==> src/rtl/bus_matrix_rr_arbiter.sv <==
// Packet-locked round-robin arbiter sharing one valid/ready/last slave port among
// N_MASTERS upstream masters. A grant is held from the first beat through the last beat.

module bus_matrix_rr_arbiter_chk #(
   parameter int N_MASTERS = 4
) (
   input logic                 clk,
   input logic                 rst,
   input logic [N_MASTERS-1:0] grant,
   input logic                 busy,
   input logic [N_MASTERS-1:0] req_ready,
   input logic                 valid
);

   a_grant_onehot0: assert property (@(posedge clk) disable iff (rst) $onehot0(grant));
   a_busy_matches_grant: assert property (@(posedge clk) disable iff (rst) busy == (|grant));
   a_ready_onehot0: assert property (@(posedge clk) disable iff (rst) $onehot0(req_ready));
   a_ready_only_busy: assert property (@(posedge clk) disable iff (rst) (|req_ready) |-> busy);
   a_valid_only_busy: assert property (@(posedge clk) disable iff (rst) valid |-> busy);

endmodule

module bus_matrix_rr_arbiter #(
   parameter int N_MASTERS = 4,
   parameter int WIDTH     = 32,
   parameter int IDX_W     = $clog2(N_MASTERS)
) (
   input  logic                       clk,
   input  logic                       rst,
   input  logic [N_MASTERS*WIDTH-1:0] req_data_i,
   input  logic [N_MASTERS-1:0]       req_valid_i,
   input  logic [N_MASTERS-1:0]       req_last_i,
   output logic [N_MASTERS-1:0]       req_ready_o,
   output logic [WIDTH-1:0]           data_o,
   output logic                       valid_o,
   output logic                       last_o,
   input  logic                       ready_i,
   output logic [N_MASTERS-1:0]       grant_o,
   output logic [IDX_W-1:0]           grant_idx_o,
   output logic                       busy_o
);

   typedef enum logic [0:0] {
      IDLE   = 1'b0,
      LOCKED = 1'b1
   } state_t;

   state_t                 state_r;
   state_t                 state_nxt_s;
   logic [N_MASTERS-1:0]   grant_r;
   logic [N_MASTERS-1:0]   grant_nxt_s;
   logic [IDX_W-1:0]       grant_idx_r;
   logic [IDX_W-1:0]       grant_idx_nxt_s;
   logic [IDX_W-1:0]       rr_ptr_r;
   logic [IDX_W-1:0]       rr_ptr_nxt_s;
   logic [IDX_W-1:0]       rr_ptr_inc_s;
   logic [IDX_W:0]         grant_idx_inc_s;
   logic [IDX_W-1:0]       winner_s;
   logic                   any_req_s;
   logic                   xfer_last_s;
   logic [WIDTH-1:0]       data_sel_s;

   // First requesting master at or above ptr, wrapping modulo N_MASTERS.
   function automatic logic [IDX_W-1:0] rr_pick(input logic [N_MASTERS-1:0] req,
                                                input logic [IDX_W-1:0]     ptr);
      logic [IDX_W-1:0] pick;
      logic             found;
      logic [IDX_W:0]   cand;
      pick  = ptr;
      found = 1'b0;
      for (int k = 0; k < N_MASTERS; k++) begin
         cand = {1'b0, ptr} + (IDX_W+1)'(k);
         if (cand >= (IDX_W+1)'(N_MASTERS)) begin
            cand = cand - (IDX_W+1)'(N_MASTERS);
         end else begin
            cand = cand;
         end
         if (!found && req[cand[IDX_W-1:0]]) begin
            pick  = cand[IDX_W-1:0];
            found = 1'b1;
         end else begin
            found = found;
         end
      end
      return pick;
   endfunction

   assign any_req_s = |req_valid_i;
   assign winner_s  = rr_pick(req_valid_i, rr_ptr_r);

   // Owner index plus one, wrapped so the pointer never reaches N_MASTERS.
   always_comb begin
      grant_idx_inc_s = {1'b0, grant_idx_r} + {{IDX_W{1'b0}}, 1'b1};
      if (grant_idx_inc_s == (IDX_W+1)'(N_MASTERS)) begin
         rr_ptr_inc_s = {IDX_W{1'b0}};
      end else begin
         rr_ptr_inc_s = grant_idx_inc_s[IDX_W-1:0];
      end
   end

   // One-hot AND-OR select of the owner's payload.
   always_comb begin
      data_sel_s = {WIDTH{1'b0}};
      for (int m = 0; m < N_MASTERS; m++) begin
         data_sel_s = data_sel_s | (req_data_i[m*WIDTH +: WIDTH] & {WIDTH{grant_r[m]}});
      end
   end

   // Forwarding path: combinational from the registered grant, silent when idle.
   always_comb begin
      valid_o     = 1'b0;
      last_o      = 1'b0;
      data_o      = {WIDTH{1'b0}};
      req_ready_o = {N_MASTERS{1'b0}};
      if (state_r == LOCKED) begin
         valid_o     = |(req_valid_i & grant_r);
         last_o      = |(req_last_i & grant_r);
         data_o      = data_sel_s;
         req_ready_o = grant_r & {N_MASTERS{ready_i}};
      end else begin
         valid_o     = 1'b0;
         last_o      = 1'b0;
         data_o      = {WIDTH{1'b0}};
         req_ready_o = {N_MASTERS{1'b0}};
      end
   end

   assign xfer_last_s = valid_o && ready_i && last_o;

   // Next-state: arbitrate in IDLE, hold the lock until the last beat transfers.
   always_comb begin
      state_nxt_s     = state_r;
      grant_nxt_s     = grant_r;
      grant_idx_nxt_s = grant_idx_r;
      rr_ptr_nxt_s    = rr_ptr_r;
      case (state_r)
         IDLE: begin
            if (any_req_s) begin
               state_nxt_s     = LOCKED;
               grant_nxt_s     = {{(N_MASTERS-1){1'b0}}, 1'b1} << winner_s;
               grant_idx_nxt_s = winner_s;
            end else begin
               state_nxt_s = IDLE;
            end
         end
         LOCKED: begin
            if (xfer_last_s) begin
               state_nxt_s  = IDLE;
               grant_nxt_s  = {N_MASTERS{1'b0}};
               rr_ptr_nxt_s = rr_ptr_inc_s;
            end else begin
               state_nxt_s = LOCKED;
            end
         end
         default: begin
            state_nxt_s  = IDLE;
            grant_nxt_s  = {N_MASTERS{1'b0}};
            rr_ptr_nxt_s = {IDX_W{1'b0}};
         end
      endcase
   end

   // State, grant and priority pointer registers.
   always_ff @(posedge clk or posedge rst) begin
      if (rst) begin
         state_r     <= IDLE;
         grant_r     <= {N_MASTERS{1'b0}};
         grant_idx_r <= {IDX_W{1'b0}};
         rr_ptr_r    <= {IDX_W{1'b0}};
      end else begin
         state_r     <= state_nxt_s;
         grant_r     <= grant_nxt_s;
         grant_idx_r <= grant_idx_nxt_s;
         rr_ptr_r    <= rr_ptr_nxt_s;
      end
   end

   assign grant_o     = grant_r;
   assign grant_idx_o = grant_idx_r;
   assign busy_o      = (state_r == LOCKED);

   bus_matrix_rr_arbiter_chk #(
      .N_MASTERS (N_MASTERS)
   ) u_chk (
      .clk       (clk),
      .rst       (rst),
      .grant     (grant_o),
      .busy      (busy_o),
      .req_ready (req_ready_o),
      .valid     (valid_o)
   );

endmodule
==> config.mk <==
export PLATFORM = sky130hd
export DESIGN_NAME = bus_matrix_rr_arbiter
export DESIGN_NICKNAME = d
export VERILOG_FILES = /design/src/rtl/bus_matrix_rr_arbiter.sv
export SDC_FILE = /design/constraint.sdc
export NUM_CORES = 1
export LEC_CHECK = 0
export ABC_CLOCK_PERIOD_IN_PS = 1700
export CAP_MARGIN = 5
export CORE_AREA = 2 2 108 58
export DETAILED_ROUTE_END_ITERATION = 8
export DIE_AREA = 0 0 110 60
export HOLD_SLACK_MARGIN = 0.06
export PLACE_DENSITY_LB_ADDON = 0.15
export SKIP_LAST_GASP = 1
export SYNTH_ARGS = -nofsm -noshare
export SYNTH_HDL_FRONTEND = slang
export SYNTH_HIERARCHICAL = 1
export SYNTH_SLANG_ARGS = --single-unit
==> constraint.sdc <==
create_clock -name clk -period 1.7 [get_ports clk]
set_input_delay 0.17 -clock clk [delete_from_list [all_inputs] [get_ports clk]]
set_output_delay 0.17 -clock clk [all_outputs]
set_load 0.01 [all_outputs]
## Word level (Yosys, flattened, before mapping)

Cells that the tools add are included.

| word-level totals | value |
|---|---|
| register bits after elaboration | 9 |
| word-level logic and storage cells | 79 |

| operators by class | value |
|---|---|
| add/subtract/negate cells | 8 |
| $lt $le $gt $ge | 8 |
| equal/unequal tests | 3 |
| shifts and indexed selects | 1 |
| multiplexer cells | 30 |
| bitwise logic cells | 11 |
| reduce and logical (&&, ||, !) cells | 14 |

Operators by type and width:

| cell | count |
|---|---|
| $and A32 B32 Y32 | 4 |
| $or A32 B32 Y32 | 3 |
| $mux W32 | 1 |
| $mux W2 | 9 |
| $and A4 B4 Y4 | 3 |
| $lt A2 B3 Y1 const B | 4 |
| $mux W4 | 3 |
| $reduce_or A4 Y1 | 3 |
| $mux W1 | 11 |
| $ge A3 B3 Y1 const B | 3 |
| $bmux W1 S2 | 4 |
| $pmux W4 S2 | 1 |
| $sub A2 B1 Y2 const B | 4 |
| $add A2 B1 Y3 const B | 2 |
| $add A2 B2 Y3 const B | 2 |
| $reduce_and A2 Y1 | 3 |
| $logic_and A1 B1 Y1 | 5 |
| $shl A1 B2 Y4 const A | 1 |
| $eq A3 B3 Y1 const B | 1 |
| $ge A2 B3 Y1 const B | 1 |
| $logic_not A1 Y1 | 3 |
| $ne A2 B1 Y1 const B | 1 |
| $ne A2 B2 Y1 const B | 1 |
| $pmux W1 S2 | 1 |
| $not A1 Y1 | 1 |

## Logic depth before layout (Yosys ltp)

| logic depth | value |
|---|---|
| depth in word-level cells | 17 |
| mapped depth | 5 |

## Least setup slack after synthesis

OpenSTA, ideal clock, no wires.

| timing path | value |
|---|---|
| kind | flip-flop to flip-flop |
| start point | register grant_r[0] (netlist: grant_o[0]) |
| end point | register rr_ptr_r[1] |
| setup time | 0.125 ns |
| arrival | 1.330 ns |
| required time | 1.575 ns |
| setup slack | 0.245 ns |
| stages on the path, launching flop included | 6 |
| period minus slack after synthesis | 1.455 ns |
| path through | dfrtp_1 > buf_2 > a22oi_1 > nand2_1 > nand4_1 > mux2_2 |

| between the ends | value |
|---|---|
| longest elaborated chain between the ends | 6 |
| elaborated cells on any way between the ends | 9 |

RTL lines:

| element | line | source |
|---|---|---|
| start, declared | 50 | `logic [N_MASTERS-1:0] grant_r;` |
| start signal, assigned | 167 | `grant_r <= {N_MASTERS{1'b0}};` |
| start signal, assigned | 172 | `grant_r <= grant_nxt_s;` |
| $and A4 B4 Y4 | 116 | `valid_o = \|(req_valid_i & grant_r);` |
| $reduce_or A4 Y1 | 116 |  |
| $mux W1 | 115 | `if (state_r == LOCKED) begin` |
| $logic_and A1 B1 Y1 | 128 | `assign xfer_last_s = valid_o && ready_i && last_o;` |
| $logic_and A1 B1 Y1 * | 128 |  |
| $reduce_and A2 Y1 (no source line) * | - |  |
| end signal, assigned | 169 | `rr_ptr_r <= {IDX_W{1'b0}};` |
| end signal, assigned | 174 | `rr_ptr_r <= rr_ptr_nxt_s;` |
| end, declared | 54 | `logic [IDX_W-1:0] rr_ptr_r;` |

Mark *: on every way between the ends. The rest lies on a longest branch, timed or not.
A chain may end at the register's enable or synchronous reset.

## Worst setup path after layout

| timing path | value |
|---|---|
| start point | register grant_r[3] (netlist: grant_o[3]) |
| end point | register rr_ptr_r[1] |

Same word-level chain as after synthesis.

==> impl_metrics.json <==
{
  "outcome": "finished with violations",
  "violations": "negative setup slack",
  "r2r_slack_ns": -0.00005,
  "routed_via_density": 5.141,
  "drt-initial-drc-count": 116,
  "skew_ns": 0.001941,
  "peakVddDrop_uv": 652.3,
  "syn_area_um2": 1375,
  "grt_max_degree": 33,
  "fin_util_pct": 63.17,
  "cts_root_buf": "clkbuf_8",
  "ctsHoldBuffers": 0,
  "synth-edff-count": 0,
  "crit_path_start_kind": "register",
  "syn2layout_area_growth_pct": 163.2,
  "pwr-share-clk_pct": 5.4,
  "drv_slew": 0,
  "fin_total_pwr_mw": 4.744,
  "swShare_pct": 43.87,
  "yosysSeqAreaShare_pct": 16.38,
  "async_reset_ff_share_pct": 100.0,
  "worstSetupEndpointType": "register",
  "grt_pass1_vias": 2280,
  "fin_nets": 517,
  "dp_cells": 439,
  "layout_common_cells": "145 x clkdlybuf4s50_1, 60 x a22oi_1, 28 x a21boi_0",
  "drc": 0,
  "initial_core_util_pct": 24.00,
  "io_pins": 184,
  "port-buffer-count": 183,
  "relSlewSlack_pct": 68.55,
  "worst_slack_ns": -0.00005351,
  "crit_required_ns": 1.82,
  "r2r-end": "rr_ptr_r[1]",
  "core_um2": 5731,
  "ys_seq_elements": 9,
  "wl_per_cell_um": 17.55,
  "die_area_um2": 6600,
  "powerDensity_nw_per_um2": 1310,
  "path_clk_slew_ns": 0.05,
  "synth.distinct_cells": 34,
  "timing.hold.ws_ns": 0.2087,
  "cts.htree.levels": 1,
  "min_period_over_period_pct": 100.0,
  "hold_viol": 0,
  "setup_viol": 1,
  "path_class": "reg2reg",
  "min_period_ns": 1.700,
  "path_max_fanout": 10,
  "clk_latency_ns": 0.24,
  "num_antenna_cells": 0,
  "drt_wl_total_mm": 7.949,
  "multi_input_area_um2": 1119,
  "rows": 20,
  "gp_congestion": 0.8134,
  "cp.arrival_ns": 1.82,
  "die_x_um": 110,
  "rsz0062_at_grt": "yes",
  "firstDrtPassIters": 4,
  "cts_made_buffers": 3,
  "reg2regPathDepth": 7,
  "preCtsSetupSlack_ns": -0.08436,
  "final_cells": 453,
  "synthCells": 171,
  "p_leak_nw": 1.479,
  "grt_overflow": 0,
  "grt_pass1_wl_mm": 11.03,
  "hp-class": "in2async",
  "cts.path.max_buffers": 2,
  "register_area_um2": 230.2,
  "syn_nets": 311,
  "ant_nets": 0,
  "p_seq_share_pct": 9.7,
  "p_sw_mw": 2.081,
  "maxCapViolations": 0,
  "dr_total_vias": 2329,
  "combPwrFrac_pct": 84.9,
  "dp_hpwl_mm": 6.234,
  "crit-reg2reg-launch": "grant_o[3]",
  "fmax_mhz": 588.2,
  "power.internal_mw": 2.663,
  "antenna_found_initial": 0,
  "layout_commonest_cell": "clkdlybuf4s50_1",
  "yosysWarningCount": 6,
  "cts.sink_count": 9,
  "tightest_slew_ns": 0.4689,
  "avgSynthCellArea_um2": 8.041,
  "synth_ff_type": "dfrtp_1",
  "fillCellCount": 511,
  "die_h_um": 60,
  "grtUsageTotal_pct": 21.80,
  "cts_tree": "done",
  "drive_above_1_share_pct": 22.87
}
## power groups by stage
stage | combinational, mW | clock [mW] | sequential (mW)
after floorplan | 1.74 | 0 | 0.423
after global placement | 4.04 | 0 | 0.439
after detailed placement | 4.08 | 0 | 0.439
after CTS | 3.93 | 0.266 | 0.454
after global routing | 4.31 | 0.277 | 0.480
final | 4.03 | 0.256 | 0.460
## kinds of logic after synthesis
group | share of synthesized area, %
multiplexers | 2.457
adder cells (fa/ha/maj) | 0.9098
AND/OR/NAND/NOR | 10.01
buffers and inverters | 6.096
flip-flops | 16.38
AO/OA/AOI/OAI | 64.15
## area by class of cell
class	instances	area share (%)
Multi-Input combinational cell	141	30.90
Timing Repair Buffer	221	58.69
Clock buffer	3	1.141
Inverter	1	0.1037
Sequential cell	9	6.360
Tap cell	77	2.662
Clock inverter	1	0.1383
## synthesized netlist by cell type (all sizes together) (2+ instances only)
| cell | n | area, um^2 |
|---|---|---|
| a21boi | 32 | 240.2 |
| nand2 | 4 | 15.01 |
| o2bb2ai | 2 | 17.52 |
| o21ai | 3 | 15.01 |
| buf | 5 | 23.77 |
| nor2 | 3 | 13.77 |
| a22oi | 68 | 510.5 |
| mux2 | 3 | 33.78 |
| nand4 | 2 | 12.51 |
| and3 | 4 | 25.02 |
| and2 | 2 | 12.51 |
| nor2b | 3 | 18.77 |
| dfrtp | 9 | 225.2 |
| clkbuf | 15 | 56.30 |
## flip-flops by register name, summed over array words and instances, names as in the netlist
signal,cells
grant_o,4
grant_idx_o,2
rr_ptr_r,2
busy_o,1
## how the worst max path moves through the flow
stage,start,depth (start not counted),slack (ns),end
global placement,req_valid_i[1],6,-0.06,grant_o[3]
global route,grant_o[3],7,-0.06,rr_ptr_r[0]
detailed placement,req_valid_i[2],5,-0.08,valid_o
floorplan,grant_o[0],5,0.24,rr_ptr_r[1]
CTS,grant_o[3],6,-0.10,valid_o
finish,grant_o[3],7,-0.00005,rr_ptr_r[1]
## critical path, cell delays in order, from the launching register on
cell and delay [ns]:
dfrtp_2 0.44, buf_12 0.14, buf_16 0.14, a22oi_2 0.14, nand2_2 0.09, buf_6 0.13
nand4_1 0.18, mux2_4 0.32
## metrics by stage
stage | area, um^2 | TNS, ns
3_5_place_dp | 3471 | -0.2904
5_1_grt | 3620 | -0.1329
2_1_floorplan | 1375 | 0
6_report | 3620 | -0.00005351
3_3_place_gp | 3471 | -0.2855
4_1_cts | 3598 | -0.2431
## repair_timing
action,4_1_cts,5_1_grt
cloned,1,0
pin swaps,1,4
buffers inserted,6,3
endpoints found under the setup margin,39,39
resized for setup,55,87
## per-layer routing
metal,wire [um],vias to the layer above,global-route usage (%)
met5,0,-,0
met4,82,0,4.159
met3,770,8,6.325
met2,3934,110,39.26
met1,3161,1094,26.22
li1,-,1117,-
No activity file was read; power rests on OpenSTA's default activity.
